### src/rtl/stream_checksum_engine_if.sv
// stream_checksum_engine_if: beat stream in, checksum result out, grouped for the checksum engine
interface stream_checksum_engine_if #(parameter int DATA_WIDTH = 32);
  localparam int KEEP_WIDTH = DATA_WIDTH / 8;
  logic [DATA_WIDTH-1:0] in_data;
  logic [KEEP_WIDTH-1:0] in_keep;
  logic                  in_valid;
  logic                  in_last;
  logic                  in_ready;
  logic [15:0]           seed;
  logic [15:0]           csum_out;
  logic [15:0]           byte_count;
  logic                  verify_ok;
  logic                  csum_valid;
  logic                  csum_ready;
  modport master (
    output in_data, in_keep, in_valid, in_last, seed, csum_ready,
    input  in_ready, csum_out, byte_count, verify_ok, csum_valid
  );
  modport slave (
    input  in_data, in_keep, in_valid, in_last, seed, csum_ready,
    output in_ready, csum_out, byte_count, verify_ok, csum_valid
  );
endinterface

### src/rtl/stream_checksum_engine.sv
// stream_checksum_engine: streaming RFC 1071 ones-complement checksum with seed, byte count and held result
module stream_checksum_engine #(
  parameter int DATA_WIDTH   = 32,
  parameter int KEEP_WIDTH   = DATA_WIDTH / 8,
  parameter bit UDP_ZERO_SUB = 1'b0
) (
  input logic clk,
  input logic reset,
  stream_checksum_engine_if.slave bus
);
  localparam int LANES = DATA_WIDTH / 16;
  localparam logic [1:0] ACCUM = 2'd0, FOLD1 = 2'd1, FOLD2 = 2'd2, DONE = 2'd3;
  logic [1:0] state;
  logic [31:0] acc, lane_sum, fold;
  logic first, csum_valid, verify_ok, accept;
  logic [15:0] csum_out, byte_count, pop, zsub;
  logic [16:0] count_sum;
  logic [DATA_WIDTH-1:0] masked;
  always_comb begin
    masked = '0;
    pop = '0;
    for (int i = 0; i < KEEP_WIDTH; i++) begin
      masked[i*8 +: 8] = bus.in_keep[i] ? bus.in_data[i*8 +: 8] : 8'h00;
      pop = pop + 16'(bus.in_keep[i]);
    end
    lane_sum = '0;
    for (int i = 0; i < LANES; i++) lane_sum = lane_sum + 32'(masked[i*16 +: 16]);
  end
  assign accept    = bus.in_valid && state == ACCUM;
  assign fold      = 32'(acc[15:0]) + 32'(acc[31:16]);
  assign count_sum = 17'(byte_count) + 17'(pop);
  // UDP reserves 0x0000 for "no checksum", so a real zero goes out as 0xFFFF
  assign zsub      = (UDP_ZERO_SUB && fold[15:0] == 16'hFFFF) ? 16'hFFFF : ~fold[15:0];
  assign bus.in_ready   = state == ACCUM;
  assign bus.csum_out   = csum_out;
  assign bus.byte_count = byte_count;
  assign bus.verify_ok  = verify_ok;
  assign bus.csum_valid = csum_valid;
  always_ff @(posedge clk or posedge reset) begin
    if (reset) begin
      state      <= ACCUM;
      acc        <= '0;
      first      <= 1'b1;
      byte_count <= '0;
      csum_out   <= '0;
      verify_ok  <= 1'b0;
      csum_valid <= 1'b0;
    end else begin
      case (state)
        ACCUM: if (accept) begin
          acc        <= fold + lane_sum + (first ? 32'(bus.seed) : 32'd0);
          byte_count <= count_sum[16] ? 16'hFFFF : count_sum[15:0];
          first      <= 1'b0;
          if (bus.in_last) state <= FOLD1;
        end
        FOLD1: begin
          acc   <= fold;
          state <= FOLD2;
        end
        FOLD2: begin
          acc        <= fold;
          csum_out   <= zsub;
          verify_ok  <= fold[15:0] == 16'hFFFF;
          csum_valid <= 1'b1;
          state      <= DONE;
        end
        default: if (bus.csum_ready) begin
          csum_valid <= 1'b0;
          acc        <= '0;
          byte_count <= '0;
          first      <= 1'b1;
          state      <= ACCUM;
        end
      endcase
    end
  end
endmodule
### src/flat_wrapper.sv
// flat-port wrapper written by rule: the top's interface ports become plain ports
module stream_checksum_engine_flat 
#(
  parameter int DATA_WIDTH   = 32,
  parameter int KEEP_WIDTH   = DATA_WIDTH / 8,
  parameter bit UDP_ZERO_SUB = 1'b0
)
  (clk, reset, bus_in_data, bus_in_keep, bus_in_valid, bus_in_last, bus_seed, bus_csum_ready, bus_in_ready, bus_csum_out, bus_byte_count, bus_verify_ok, bus_csum_valid);
  stream_checksum_engine_if #(.DATA_WIDTH(DATA_WIDTH)) bus_i ();
  input logic clk;
  input logic reset;
  input wire logic [$bits(bus_i.in_data)-1:0] bus_in_data;
  input wire logic [$bits(bus_i.in_keep)-1:0] bus_in_keep;
  input wire logic [$bits(bus_i.in_valid)-1:0] bus_in_valid;
  input wire logic [$bits(bus_i.in_last)-1:0] bus_in_last;
  input wire logic [$bits(bus_i.seed)-1:0] bus_seed;
  input wire logic [$bits(bus_i.csum_ready)-1:0] bus_csum_ready;
  output wire logic [$bits(bus_i.in_ready)-1:0] bus_in_ready;
  output wire logic [$bits(bus_i.csum_out)-1:0] bus_csum_out;
  output wire logic [$bits(bus_i.byte_count)-1:0] bus_byte_count;
  output wire logic [$bits(bus_i.verify_ok)-1:0] bus_verify_ok;
  output wire logic [$bits(bus_i.csum_valid)-1:0] bus_csum_valid;
  assign bus_i.in_data = bus_in_data;
  assign bus_i.in_keep = bus_in_keep;
  assign bus_i.in_valid = bus_in_valid;
  assign bus_i.in_last = bus_in_last;
  assign bus_i.seed = bus_seed;
  assign bus_i.csum_ready = bus_csum_ready;
  assign bus_in_ready = bus_i.in_ready;
  assign bus_csum_out = bus_i.csum_out;
  assign bus_byte_count = bus_i.byte_count;
  assign bus_verify_ok = bus_i.verify_ok;
  assign bus_csum_valid = bus_i.csum_valid;
  stream_checksum_engine #(.DATA_WIDTH(DATA_WIDTH), .KEEP_WIDTH(KEEP_WIDTH), .UDP_ZERO_SUB(UDP_ZERO_SUB)) u_core (.clk(clk), .reset(reset), .bus(bus_i));
endmodule
### config.mk
export PLATFORM = sky130hd
export DESIGN_NAME = stream_checksum_engine_flat
export DESIGN_NICKNAME = d
export VERILOG_FILES = /design/src/rtl/stream_checksum_engine_if.sv /design/src/rtl/stream_checksum_engine.sv /design/src/flat_wrapper.sv
export SDC_FILE = /design/constraint.sdc
export NUM_CORES = 1
export LEC_CHECK = 0
export CAP_MARGIN = 20
export CORE_MARGIN = 4
export CORE_UTILIZATION = 40
export CTS_BUF_LIST = sky130_fd_sc_hd__clkbuf_8
export DETAILED_ROUTE_END_ITERATION = 16
export GPL_ROUTABILITY_DRIVEN = 0
export PLACE_DENSITY = 0.74
export SLEW_MARGIN = 20
export SYNTH_ARGS = -nofsm -noshare
export SYNTH_HDL_FRONTEND = slang
export SYNTH_SLANG_ARGS = --single-unit
### constraint.sdc
create_clock -name clk -period 8.15 [get_ports clk]
set_input_delay 1.63 -clock clk [delete_from_list [all_inputs] [get_ports clk]]
set_output_delay 1.63 -clock clk [all_outputs]
set_load 0.05 [all_outputs]
==> run summary, run 1 <==
period utilization - 75.1%
Yosys reg bits - 56
Synth Area per Inst - 8.56 µm²
Cell Pwr Density - 294 nW/µm²
first-pass GRT wire length - 22600 µm
sequential-to-total area share from yosys stat - 26.1%
I/O pins - 92
core area - 13200 µm²
Peak VDD IR - 0.168 mV
busiest grt layer - met2
Chip Width - 124 µm
vias in the first global route - 4825
max incr delay on CP - 540 ps
final wirelength - 13800 µm
Max-slew headroom - 41.4%
Max Clock Skew - 6.29 ps
gr ovfl total - 0
syn_nets - 750
Reg2Reg Setup Slack - 3860 ps
CP cell instances - clkdlybuf4s50_1 > and2_1 > ha_1 > fa_1 > a211oi_2 > o21bai_1 > a21oi_1 > nand2b_1 > o21ai_0 > xnor2_1 > fa_1 > inv_1 > ha_1 > a21oi_1 > or2b_2 > a41oi_2 > a21oi_2 > mux2_4 > o2111ai_2
RR Startpoint - u_core.acc[16]$_DFFE_PP0P_
CTS root buffer - clkbuf_8
Post-Synthesis Cells - 627
DR WL/cell - 15.5 µm
Tightest Pin Transition - 879 ps
clk slew on worst S/H paths - 100 ps
logic gate share of total power - 70.2%
P_int - 937 µW
Startpoint Class - input port
RSZ-0062 raised after global routing - false
P_leak - 2.91 nW
port buffer count - 91
Hold Buf Count CTS - 0
maxcap violations - 0
final period demand of the worst path - 6120 ps
arrival time worst endpoint - 6350 ps
switching pwr - 982 µW
crit end category - register
Hold Slack - 516 ps
post_cts resized - 0
sw frac - 51.2%
area delta synth->final - 21.7%
final setup TNS - 0 ps
Yosys cell types - 66
Storage cell area - 1400 µm²
# Post-CTS Setup Buffers - 0
Fmax - 163 MHz
DRT Pass-1 Iters - 5
clk sinks - 56
clock latency on the worst-skew pair - 320 ps
H-tree Lvls - 2
largest net degree at the start of global routing - 57
min-delay src - u_core.bus.csum_out[10]$_DFFE_PP0P_
Die Area - 15300 µm²
asr flop ratio synth - 100%
initial core utilization - 40.7%
initial antenna violation count - 1
hold-critical path depth - 1
share of cells above drive strength 1 - 6.06%
Post-DP HPWL - 10900 µm
routed vias/inst - 5.49
Slowest-stage cell, CP - clkdlybuf4s50_1
M1 GR Usage - 23.2%
EDFF count, synth - 0
R2R depth - 16
met2 Usage GRT - 31.7%
area of the multi-input gates - 3670 µm²
Die Height - 124 µm
Hold/Removal Path Class - reg2reg
cts bufs inserted - 5
final hold vios - 0
Req. time, crit path - 8380 ps
run status - finished, final reports clean
ys flop type - dfrtp_1
layout net count - 832
Total Routing Usage GR - 18.3%
WHS Endpoint - u_core.bus.csum_out[10]$_DFFE_PP0P_
Clk pwr share - 8.3%
setup violators final - 0
TritonCTS clock tree - yes
CTS Buffer Depth - 2
Post-Synthesis Cell Area - 5370 µm²
number of fillers in the final layout - 1256
Seq pwr share - 21.5%
Iter 0 DRT Violations - 352
critical path peak fanout - 9
reg2reg end - u_core.acc[15]$_DFFE_PP0P_
Residual DRC - 0
GR met3 Demand/Resource - 3.72%
Core Rows - 42
DR vias - 4868
post-route ant nets - 0
Yosys warning total - 0
crit path kind - in2reg
Final Slew Violations - 0
ANT cells - 0
## final cells by class
cell class                      instances  area share (%)
Tap cell                              176            3.37
Clock inverter                          2           0.115
Sequential cell                        56            21.5
Inverter                               58            3.33
Timing Repair Buffer                   94            14.3
Multi-Input combinational cell        494            56.1
Clock buffer                            6            1.26
## worst max-delay path by stage
stage | startpoint | endpoint | slack [ps]
floorplan | bus_in_data[0] | u_core.acc[15]$_DFFE_PP0P_ | 2690
global placement | bus_in_keep[0] | u_core.acc[15]$_DFFE_PP0P_ | 1840
detailed placement | bus_in_keep[0] | u_core.acc[15]$_DFFE_PP0P_ | 1660
CTS | bus_in_keep[0] | u_core.acc[15]$_DFFE_PP0P_ | 1990
global route | bus_in_keep[0] | u_core.acc[15]$_DFFE_PP0P_ | 1680
finish | bus_in_keep[0] | u_core.acc[15]$_DFFE_PP0P_ | 2030
## cells in the mapped netlist, drive strengths merged, types with 2 or more instances
cell	n	area share, %
and2	39	4.6
nor2	44	3.1
a22o	4	0.65
a31oi	4	0.47
a21oi	55	5.3
or3	2	0.23
clkbuf	15	1.0
nand4	4	0.47
o21bai	6	0.84
a211oi	5	1.1
inv	58	4.1
nor3	8	0.96
o21ai	48	4.5
a22oi	6	0.84
nor2b	5	0.58
xor2	19	3.1
and3	8	0.93
nand3b	3	0.42
and4	2	0.33
a2111oi	3	0.54
or2	2	0.23
nand2	53	3.7
fa	21	7.8
mux2	15	3.2
nand3	15	1.4
o31ai	5	0.70
a41oi	3	0.63
o221ai	6	0.98
a211o	4	0.65
o211ai	4	0.65
a21o	13	1.8
ha	45	10
o21a	2	0.28
o2111ai	2	0.56
mux2i	3	0.56
and4b	2	0.37
xnor2	18	2.9
buf	4	0.44
nand2b	4	0.47
dfrtp	55	26
## critical path, delay by kind of cell
family | cells | cell delay, ps
adders and majority gates | 4 | 1500
AOI/OAI and AO/OA | 8 | 1440
muxes | 1 | 310
buffers and inverters | 2 | 580
xor gates and xnor gates | 1 | 150
and+or+nand+nor | 3 | 720
## power groups by stage
| stage | clock [mW] | sequential (mW) | combinational, mW |
|---|---|---|---|
| global placement | 0 | 0.414 | 1.29 |
| CTS | 0.166 | 0.413 | 1.35 |
| finish | 0.159 | 0.413 | 1.35 |
| floorplan | 0 | 0.503 | 0.911 |
| detailed placement | 0 | 0.418 | 1.34 |
| global route | 0.177 | 0.424 | 1.49 |
## cell families (layout without fill, tap and decap cells)
kind of cell	count (synthesis)	after routing	synth area share [%]
compound gates	179	179	22.0
xor+xnor	37	37	6.04
fa+ha+maj	66	66	18.3
buf+inv	77	160	5.55
flops	56	56	26.1
mux	18	18	3.78
simple gates	194	194	18.2
## sequential cells by signal (all words and copies together), names as in the netlist
name                   cells
u_core.bus.csum_out       16
u_core.state               2
u_core.bus.verify_ok       1
u_core.acc                19
u_core.first               1
u_core.bus.byte_count     16
u_core.bus.csum_valid      1
## metrics by stage
step	utilization (%)	total power, mW	std cells	setup slack (ps)	area [µm²]
6_report	49.5	1.92	886	2030	6530
5_1_grt	49.5	2.09	886	1680	6530
4_1_cts	49.5	1.92	886	1990	6530
3_5_place_dp	48.8	1.76	878	1660	6440
3_3_place_gp	48.8	1.71	878	1840	6440
2_1_floorplan	-	1.41	627	2690	5370
## layer usage
| layer | vias up | wire, µm |
|---|---|---|
| met5 | - | 13 |
| met4 | 2 | 340 |
| met3 | 29 | 770 |
| met2 | 135 | 6810 |
| met1 | 2342 | 5850 |
| li1 | 2360 | - |
## cell usage in the layout, fill, tap and decap left out, drive strengths merged, types with 8 or more instances in the layout
cell / instances
nand2: 53
o21ai: 48
a21o: 13
ha: 45
fa: 21
xor2: 19
nor3: 8
dfrtp: 55
nand3: 15
xnor2: 18
and2: 39
clkdlybuf4s50: 91
nor2: 44
inv: 60
mux2: 15
a21oi: 55
and3: 8
Note: power is estimated with default switching activity, not from simulation.
==> run 2: changes to the inputs <==
Clock period 8.15 ns to 5.78 ns, I/O delays scaled along.
==> run summary, run 2 (synthesis gave the netlist of run 1 again) <==
vias in the first global route - 4822 (was 4825)
CP cell instances - clkdlybuf4s50_1 > and2_1 > ha_1 > fa_1 > a211oi_2 > o21bai_1 > a21oi_1 > nand2b_1 > o21ai_0 > xnor2_1 > fa_1 > inv_1 > ha_1 > a21oi_1 > or2b_2 > a41oi_2 > a21oi_2 > mux2_4 > o2111ai_2 (unchanged)
post-route ant nets - 0 (unchanged)
crit end category - register (unchanged)
critical path peak fanout - 5 (was 9)
Top reg by flops - u_core.acc (unchanged)
P_leak - 2.91 nW (about the same)
Peak VDD IR - 0.222 mV (was 0.168 mV)
final setup TNS - 0 ps (unchanged)
DRT Pass-1 Iters - 5 (unchanged)
Iter 0 DRT Violations - 362 (was 352)
Startpoint Class - input port (unchanged)
post_cts resized - 0 (unchanged)
I/O pins - 92 (unchanged)
RSZ-0062 raised after global routing - false (unchanged)
final hold vios - 0 (unchanged)
Max Clock Skew - 7.07 ps (was 6.29 ps)
Die Height - 124 µm (unchanged)
H-tree Lvls - 2 (unchanged)
Die Area - 15300 µm² (unchanged)
Hold Buf Count CTS - 0 (unchanged)
cts bufs inserted - 5 (unchanged)
routed vias/inst - 5.50 (was 5.49)
Max-slew headroom - 40.2% (was 41.4%)
port buffer count - 91 (unchanged)
Final Non-Filler Cells - 889 (was 886)
initial core utilization - 40.7% (unchanged)
Fmax - 188 MHz
Reg2Reg Setup Slack - 1470 ps (was 3860 ps)
RR Startpoint - u_core.acc[16]$_DFFE_PP0P_ (unchanged)
WHS Endpoint - u_core.bus.csum_out[10]$_DFFE_PP0P_ (unchanged)
Crit path buffers/inverters - 2 (unchanged)
gr ovfl total - 0 (unchanged)
Hold/Removal Path Class - reg2reg (unchanged)
Final Slew Violations - 0 (unchanged)
Total Routing Usage GR - 17.8% (was 18.3%)
clk slew on worst S/H paths - 100 ps (about the same)
Chip Width - 124 µm (unchanged)
crit-path leading delay family - adder cells (unchanged)
R2R depth - 17 (was 16)
final period demand of the worst path - 5310 ps
max incr delay on CP - 480 ps (was 540 ps)
Cell Pwr Density - 413 nW/µm² (was 294 nW/µm²)
Largest regs - u_core.acc (19), u_core.bus.byte_count (16), u_core.bus.csum_out (16) (unchanged)
Cells after DPL - 881 (was 878)
initial antenna violation count - 0 (was 1)
Residual DRC - 0 (unchanged)
Hold Slack - 512 ps (was 516 ps)
Req. time, crit path - 6010 ps (was 8380 ps)
Core Rows - 42 (unchanged)
crit path kind - in2reg (unchanged)
Tightest Pin Transition - 894 ps (was 879 ps)
reg2reg end - u_core.acc[17]$_DFFE_PP0P_ (was u_core.acc[15]$_DFFE_PP0P_)
share of cells above drive strength 1 - 6.73% (was 6.06%)
run status - finished, final reports clean (unchanged)
first-pass GRT wire length - 22300 µm (was 22600 µm)
number of flip-flops in the largest register - 19 (unchanged)
TritonCTS clock tree - yes (unchanged)
ANT cells - 0 (unchanged)
min-delay src - u_core.bus.csum_out[10]$_DFFE_PP0P_ (unchanged)
pre-CTS setup slack - 150 ps (was 1660 ps)
layout net count - 835 (was 832)
DR vias - 4886 (was 4868)
# Post-CTS Setup Buffers - 0 (unchanged)
final wirelength - 13700 µm (was 13800 µm)
commonest non-fill, non-tap cells in the layout - clkdlybuf4s50_1, inv_1, dfrtp_1 (unchanged)
clock latency on the worst-skew pair - 310 ps (was 320 ps)
maxcap violations - 0 (unchanged)
Slowest-stage cell, CP - fa_1 (was clkdlybuf4s50_1)
largest net degree at the start of global routing - 57 (unchanged)
arrival time worst endpoint - 5540 ps (was 6350 ps)
final setup margin - 470 ps (was 2030 ps)
setup violators final - 0 (unchanged)
CTS Buffer Depth - 2 (unchanged)
CTS root buffer - clkbuf_8 (unchanged)
DR WL/cell - 15.4 µm (was 15.5 µm)
most common cell after layout, fill and taps aside - clkdlybuf4s50_1 (unchanged)
core area - 13200 µm² (unchanged)
clk sinks - 56 (unchanged)
period utilization - 91.9%
Post-DP HPWL - 10800 µm (was 10900 µm)
hold-critical path depth - 1 (unchanged)
area delta synth->final - 22.2% (was 21.7%)
## run 2: worst max-delay path by stage
stage,startpoint,endpoint,slack (ps),cells past startpoint
floorplan,bus_in_data[0],u_core.acc[15]$_DFFE_PP0P_,790,18
global placement,bus_in_keep[0],u_core.acc[15]$_DFFE_PP0P_,250,19
detailed placement,bus_in_keep[0],u_core.acc[15]$_DFFE_PP0P_,150,19
CTS,bus_in_keep[0],u_core.acc[15]$_DFFE_PP0P_,470,19
global route,bus_in_keep[0],u_core.acc[17]$_DFFE_PP0P_,120,20
finish,bus_in_keep[0],u_core.acc[15]$_DFFE_PP0P_,470,19
## run 2: power by group
| group | internal [mW] | switching [mW] |
|---|---|---|
| logic | 0.744 | 1.15 |
| clock network | 0.0973 | 0.132 |
| registers | 0.485 | 0.0989 |
| total | 1.33 | 1.38 |
## run 2: stage by stage
stage               instance area [µm²]  util [%]  total power, mW
floorplan                          5370         -             1.99
global placement                   6460      49.0             2.41
detailed placement                 6460      49.0             2.47
CTS                                6560      49.7             2.71
global route                       6560      49.7             2.93
finish                             6560      49.7             2.71
## run 2: layout make-up
class | instances | area [µm²]
fill | 1222 | 6630
multi-input combinational | 494 | 3670
sequential | 56 | 1400
timing repair buffer | 97 | 956
tap | 176 | 220
inverter | 58 | 218
clock buffer | 6 | 82.6
clock inverter | 2 | 15.0
## run 2: layer usage
layer	up-vias	global-route usage (%)	wire (µm)
met1	2322	23.4	5990
met3	22	3.59	865
met4	0	4.91	218
met5	-	0	0
met2	186	29.8	6650
li1	2356	-	-
==> run 3: changes to the inputs <==
Settings changed: ABC_AREA set to 1, PLACE_DENSITY 0.74 to 0.73.
==> run summary, run 3 <==
final setup TNS - 0 ps (unchanged)
Synth area leaders - dfrtp_1, nand2_1, inv_1, ha_1, fa_1 (was dfrtp_1, ha_1, fa_1, a21oi_1, and2_1)
most common cell after layout, fill and taps aside - nand2_1 (was clkdlybuf4s50_1)
share of cells above drive strength 1 - 4.81% (was 6.73%)
maxcap violations - 0 (unchanged)
Reg2Reg Setup Slack - 1920 ps (was 1470 ps)
Final Non-Filler Cells - 1136 (was 889)
setup violators final - 0 (unchanged)
sw frac - 54.2% (was 51.0%)
gr ovfl total - 0 (unchanged)
Hold Slack - 494 ps (was 512 ps)
sequential-to-total area share from yosys stat - 24.1% (was 26.1%)
run status - finished, final reports clean (unchanged)
asr flop ratio synth - 100% (unchanged)
post-route ant nets - 0 (unchanged)
hold-critical path depth - 2 (was 1)
Final Cell Area - 6990 µm² (was 6560 µm²)
Yosys warning total - 0 (unchanged)
list of most frequent post-synthesis cells - nand2_1, inv_1, dfrtp_1, nor2_1, nand3_1 (was inv_1, dfrtp_1, a21oi_1, nand2_1, ha_1)
period utilization - 81.6% (was 91.9%)
Die Area - 16500 µm² (was 15300 µm²)
reg2reg end - u_core.acc[17]$_DFFE_PP0P_ (unchanged)
P_int - 1.31 mW (was 1.33 mW)
CTS Buffer Depth - 2 (unchanged)
leading area contributor after synthesis - dfrtp_1 (unchanged)
WL met1 - 7180 µm (was 5990 µm)
first-pass GRT wire length - 24800 µm (was 22300 µm)
CP cell instances - clkdlybuf4s50_1 > nand2_1 > inv_1 > ha_1 > fa_1 > nand3_1 > and2_1 > o21ai_1 > nand3_1 > nand2_1 > xnor2_1 > fa_1 > inv_1 > ha_1 > a21oi_1 > o21ai_0 > a21oi_1 > nand3_1 > nand3_1 > nand3_1 (was clkdlybuf4s50_1 > and2_1 > ha_1 > fa_1 > a211oi_2 > o21bai_1 > a21oi_1 > nand2b_1 > o21ai_0 > xnor2_1 > fa_1 > inv_1 > ha_1 > a21oi_1 > or2b_2 > a41oi_2 > a21oi_2 > mux2_4 > o2111ai_2)
Post-Synthesis Cells - 872 (was 627)
post_cts resized - 0 (unchanged)
initial antenna violation count - 0 (unchanged)
EDFF count, synth - 0 (unchanged)
routed vias/inst - 4.91 (was 5.50)
# Post-CTS Setup Buffers - 0 (unchanged)
Final Slew Violations - 0 (unchanged)
Req. time, crit path - 5980 ps (was 6010 ps)
Slowest-stage cell, CP - clkdlybuf4s50_1 (was fa_1)
final setup margin - 1060 ps (was 470 ps)
DR vias - 5583 (was 4886)
core area - 14000 µm² (was 13200 µm²)
Post-DP HPWL - 12200 µm (was 10800 µm)
area delta synth->final - 20.3% (was 22.2%)
Chip Width - 129 µm (was 124 µm)
Iter 0 DRT Violations - 296 (was 362)
Max Clock Skew - 11.3 ps (was 7.07 ps)
initial core utilization - 41.4% (was 40.7%)
uppermost layer routed - met4 (unchanged)
RSZ-0062 raised after global routing - false (unchanged)
CTS root buffer - clkbuf_8 (unchanged)
Cell Pwr Density - 410 nW/µm² (was 413 nW/µm²)
Largest regs - u_core.acc (19), u_core.bus.byte_count (16), u_core.bus.csum_out (16) (unchanged)
clk slew on worst S/H paths - 110 ps (was 100 ps)
Hold/Removal Path Class - reg2reg (unchanged)
Most common cell on crit path - nand3_1
final wirelength - 14400 µm (was 13700 µm)
Critical Path Stages - 20 (was 19)
I/O pins - 92 (unchanged)
vias in the first global route - 5332 (was 4822)
Cells after DPL - 1128 (was 881)
layout net count - 1078 (was 835)
switching pwr - 1.56 mW (was 1.38 mW)
min-delay src - u_core.bus.csum_out[11]$_DFFE_PP0P_ (was u_core.bus.csum_out[10]$_DFFE_PP0P_)
Peak VDD IR - 0.181 mV (was 0.222 mV)
final hold vios - 0 (unchanged)
Yosys cell types - 45 (was 66)
DRT Pass-1 Iters - 5 (unchanged)
Core Util, Final - 49.8% (was 49.7%)
clock latency on the worst-skew pair - 320 ps (was 310 ps)
crit-path leading delay family - adder cells (unchanged)
Startpoint Class - input port (unchanged)
routed wl met2 - 6420 µm (was 6650 µm)
P_leak - 3.79 nW (was 2.91 nW)
critical path peak fanout - 9 (was 5)
crit end category - register (unchanged)
pre-CTS setup slack - 749 ps (was 150 ps)
ys flop type - dfrtp_1 (unchanged)
RR Startpoint - u_core.acc[16]$_DFFE_PP0P_ (unchanged)
port buffer count - 91 (unchanged)
Seq pwr share - 22.0% (was 21.6%)
Top reg by flops - u_core.acc (unchanged)
Max-slew headroom - 43.3% (was 40.2%)
Yosys reg bits - 56 (unchanged)
Power, Total - 2.87 mW (was 2.71 mW)
logic gate share of total power - 68.8% (was 70.0%)
cell area after placement - 6880 µm² (was 6460 µm²)
clk sinks - 56 (unchanged)
final period demand of the worst path - 4720 ps (was 5310 ps)
syn_nets - 995 (was 750)
R2R depth - 22 (was 17)
DR WL met3 - 624 µm (was 865 µm)
Core Rows - 43 (was 42)
Residual DRC - 0 (unchanged)
H-tree Lvls - 2 (unchanged)
Clk pwr share - 9.2% (was 8.5%)
DR WL/cell - 12.7 µm (was 15.4 µm)
Fmax - 212 MHz (was 188 MHz)
max incr delay on CP - 550 ps (was 480 ps)
WHS Endpoint - u_core.bus.csum_out[11]$_DFFE_PP0P_ (was u_core.bus.csum_out[10]$_DFFE_PP0P_)
TritonCTS clock tree - yes (unchanged)
crit path kind - in2reg (unchanged)
commonest non-fill, non-tap cells in the layout - nand2_1, inv_1, clkdlybuf4s50_1 (was clkdlybuf4s50_1, inv_1, dfrtp_1)
Crit path buffers/inverters - 3 (was 2)
Synth Area per Inst - 6.67 µm² (was 8.56 µm²)
Post-Synthesis Cell Area - 5810 µm² (was 5370 µm²)
ANT cells - 0 (unchanged)
Total Routing Usage GR - 18.1% (was 17.8%)
largest net degree at the start of global routing - 57 (unchanged)
cts bufs inserted - 5 (unchanged)
number of fillers in the final layout - 1432 (was 1222)
Tightest Pin Transition - 845 ps (was 894 ps)
Die Height - 129 µm (was 124 µm)
number of flip-flops in the largest register - 19 (unchanged)
arrival time worst endpoint - 4920 ps (was 5540 ps)
Hold Buf Count CTS - 0 (unchanged)
Synth top area share - 23.7% (was 25.6%)
top-count cell post-synth - nand2_1 (was inv_1)
-- run 3: cell types whose count changed after synthesis, sizes merged, moves of 7 or more --
cell / change
clkbuf: -7
nand3: +39
xor2: -9
and3: -8
xnor2: -10
nand2: +229
a21o: -11
inv: +105
mux2: -15
and2: -37
nor2: +18
a21oi: -17
-- run 3: worst max path at each step --
stage | slack (ps) | endpoint | start
2_1_floorplan | 1510 | u_core.acc[16]$_DFFE_PP0P_ | bus_in_keep[0]
3_3_place_gp | 850 | u_core.acc[11]$_DFFE_PP0P_ | bus_in_keep[2]
3_5_place_dp | 750 | u_core.acc[15]$_DFFE_PP0P_ | bus_in_keep[0]
4_1_cts | 1090 | u_core.acc[15]$_DFFE_PP0P_ | bus_in_keep[0]
5_1_grt | 680 | u_core.acc[18]$_DFFE_PP0P_ | bus_in_keep[0]
6_report | 1060 | u_core.acc[15]$_DFFE_PP0P_ | bus_in_keep[0]
-- run 3: worst min-delay path: cells and delay by family (launching register included) --
| kind | cells | cell delay [ps] |
|---|---|---|
| flip-flops | 1 | 360 |
| AND/OR/NAND/NOR | 2 | 110 |
-- run 3: final cells by class --
| cell class | instances | area [µm²] | share of cell area (%) |
|---|---|---|---|
| Multi-Input combinational cell | 635 | 3710 | 53.1 |
| Tap cell | 180 | 225 | 3.22 |
| Timing Repair Buffer | 92 | 918 | 13.1 |
| Clock inverter | 3 | 42.5 | 0.609 |
| Inverter | 165 | 619 | 8.86 |
| Sequential cell | 56 | 1400 | 20.1 |
| Clock buffer | 5 | 68.8 | 0.984 |
-- run 3: cells by family after synthesis --
| kind of cell | Yosys count | synth area share [%] |
|---|---|---|
| AND/OR/NAND/NOR | 430 | 32.5 |
| AO/OA/AOI/OAI | 121 | 11.6 |
| flip-flops | 56 | 24.1 |
| XOR/XNOR | 18 | 2.84 |
| buffers and inverters | 181 | 12.0 |
| adder cells (fa/ha/maj) | 66 | 16.9 |
-- run 3: routing by layer --
layer | global-route usage [%] | vias to the layer above
li1 | - | 2923
met1 | 25.6 | 2493
met5 | 0 | -
met2 | 30.0 | 154
met3 | 1.99 | 13
met4 | 4.20 | 0
-- run 3: power by group through the flow --
stage	logic (mW)	clock network, mW	registers [mW]
3_3_place_gp	1.94	0	0.633
4_1_cts	1.97	0.272	0.633
3_5_place_dp	1.96	0	0.641
6_report	1.97	0.265	0.631
5_1_grt	2.23	0.283	0.654
2_1_floorplan	1.29	0	0.820
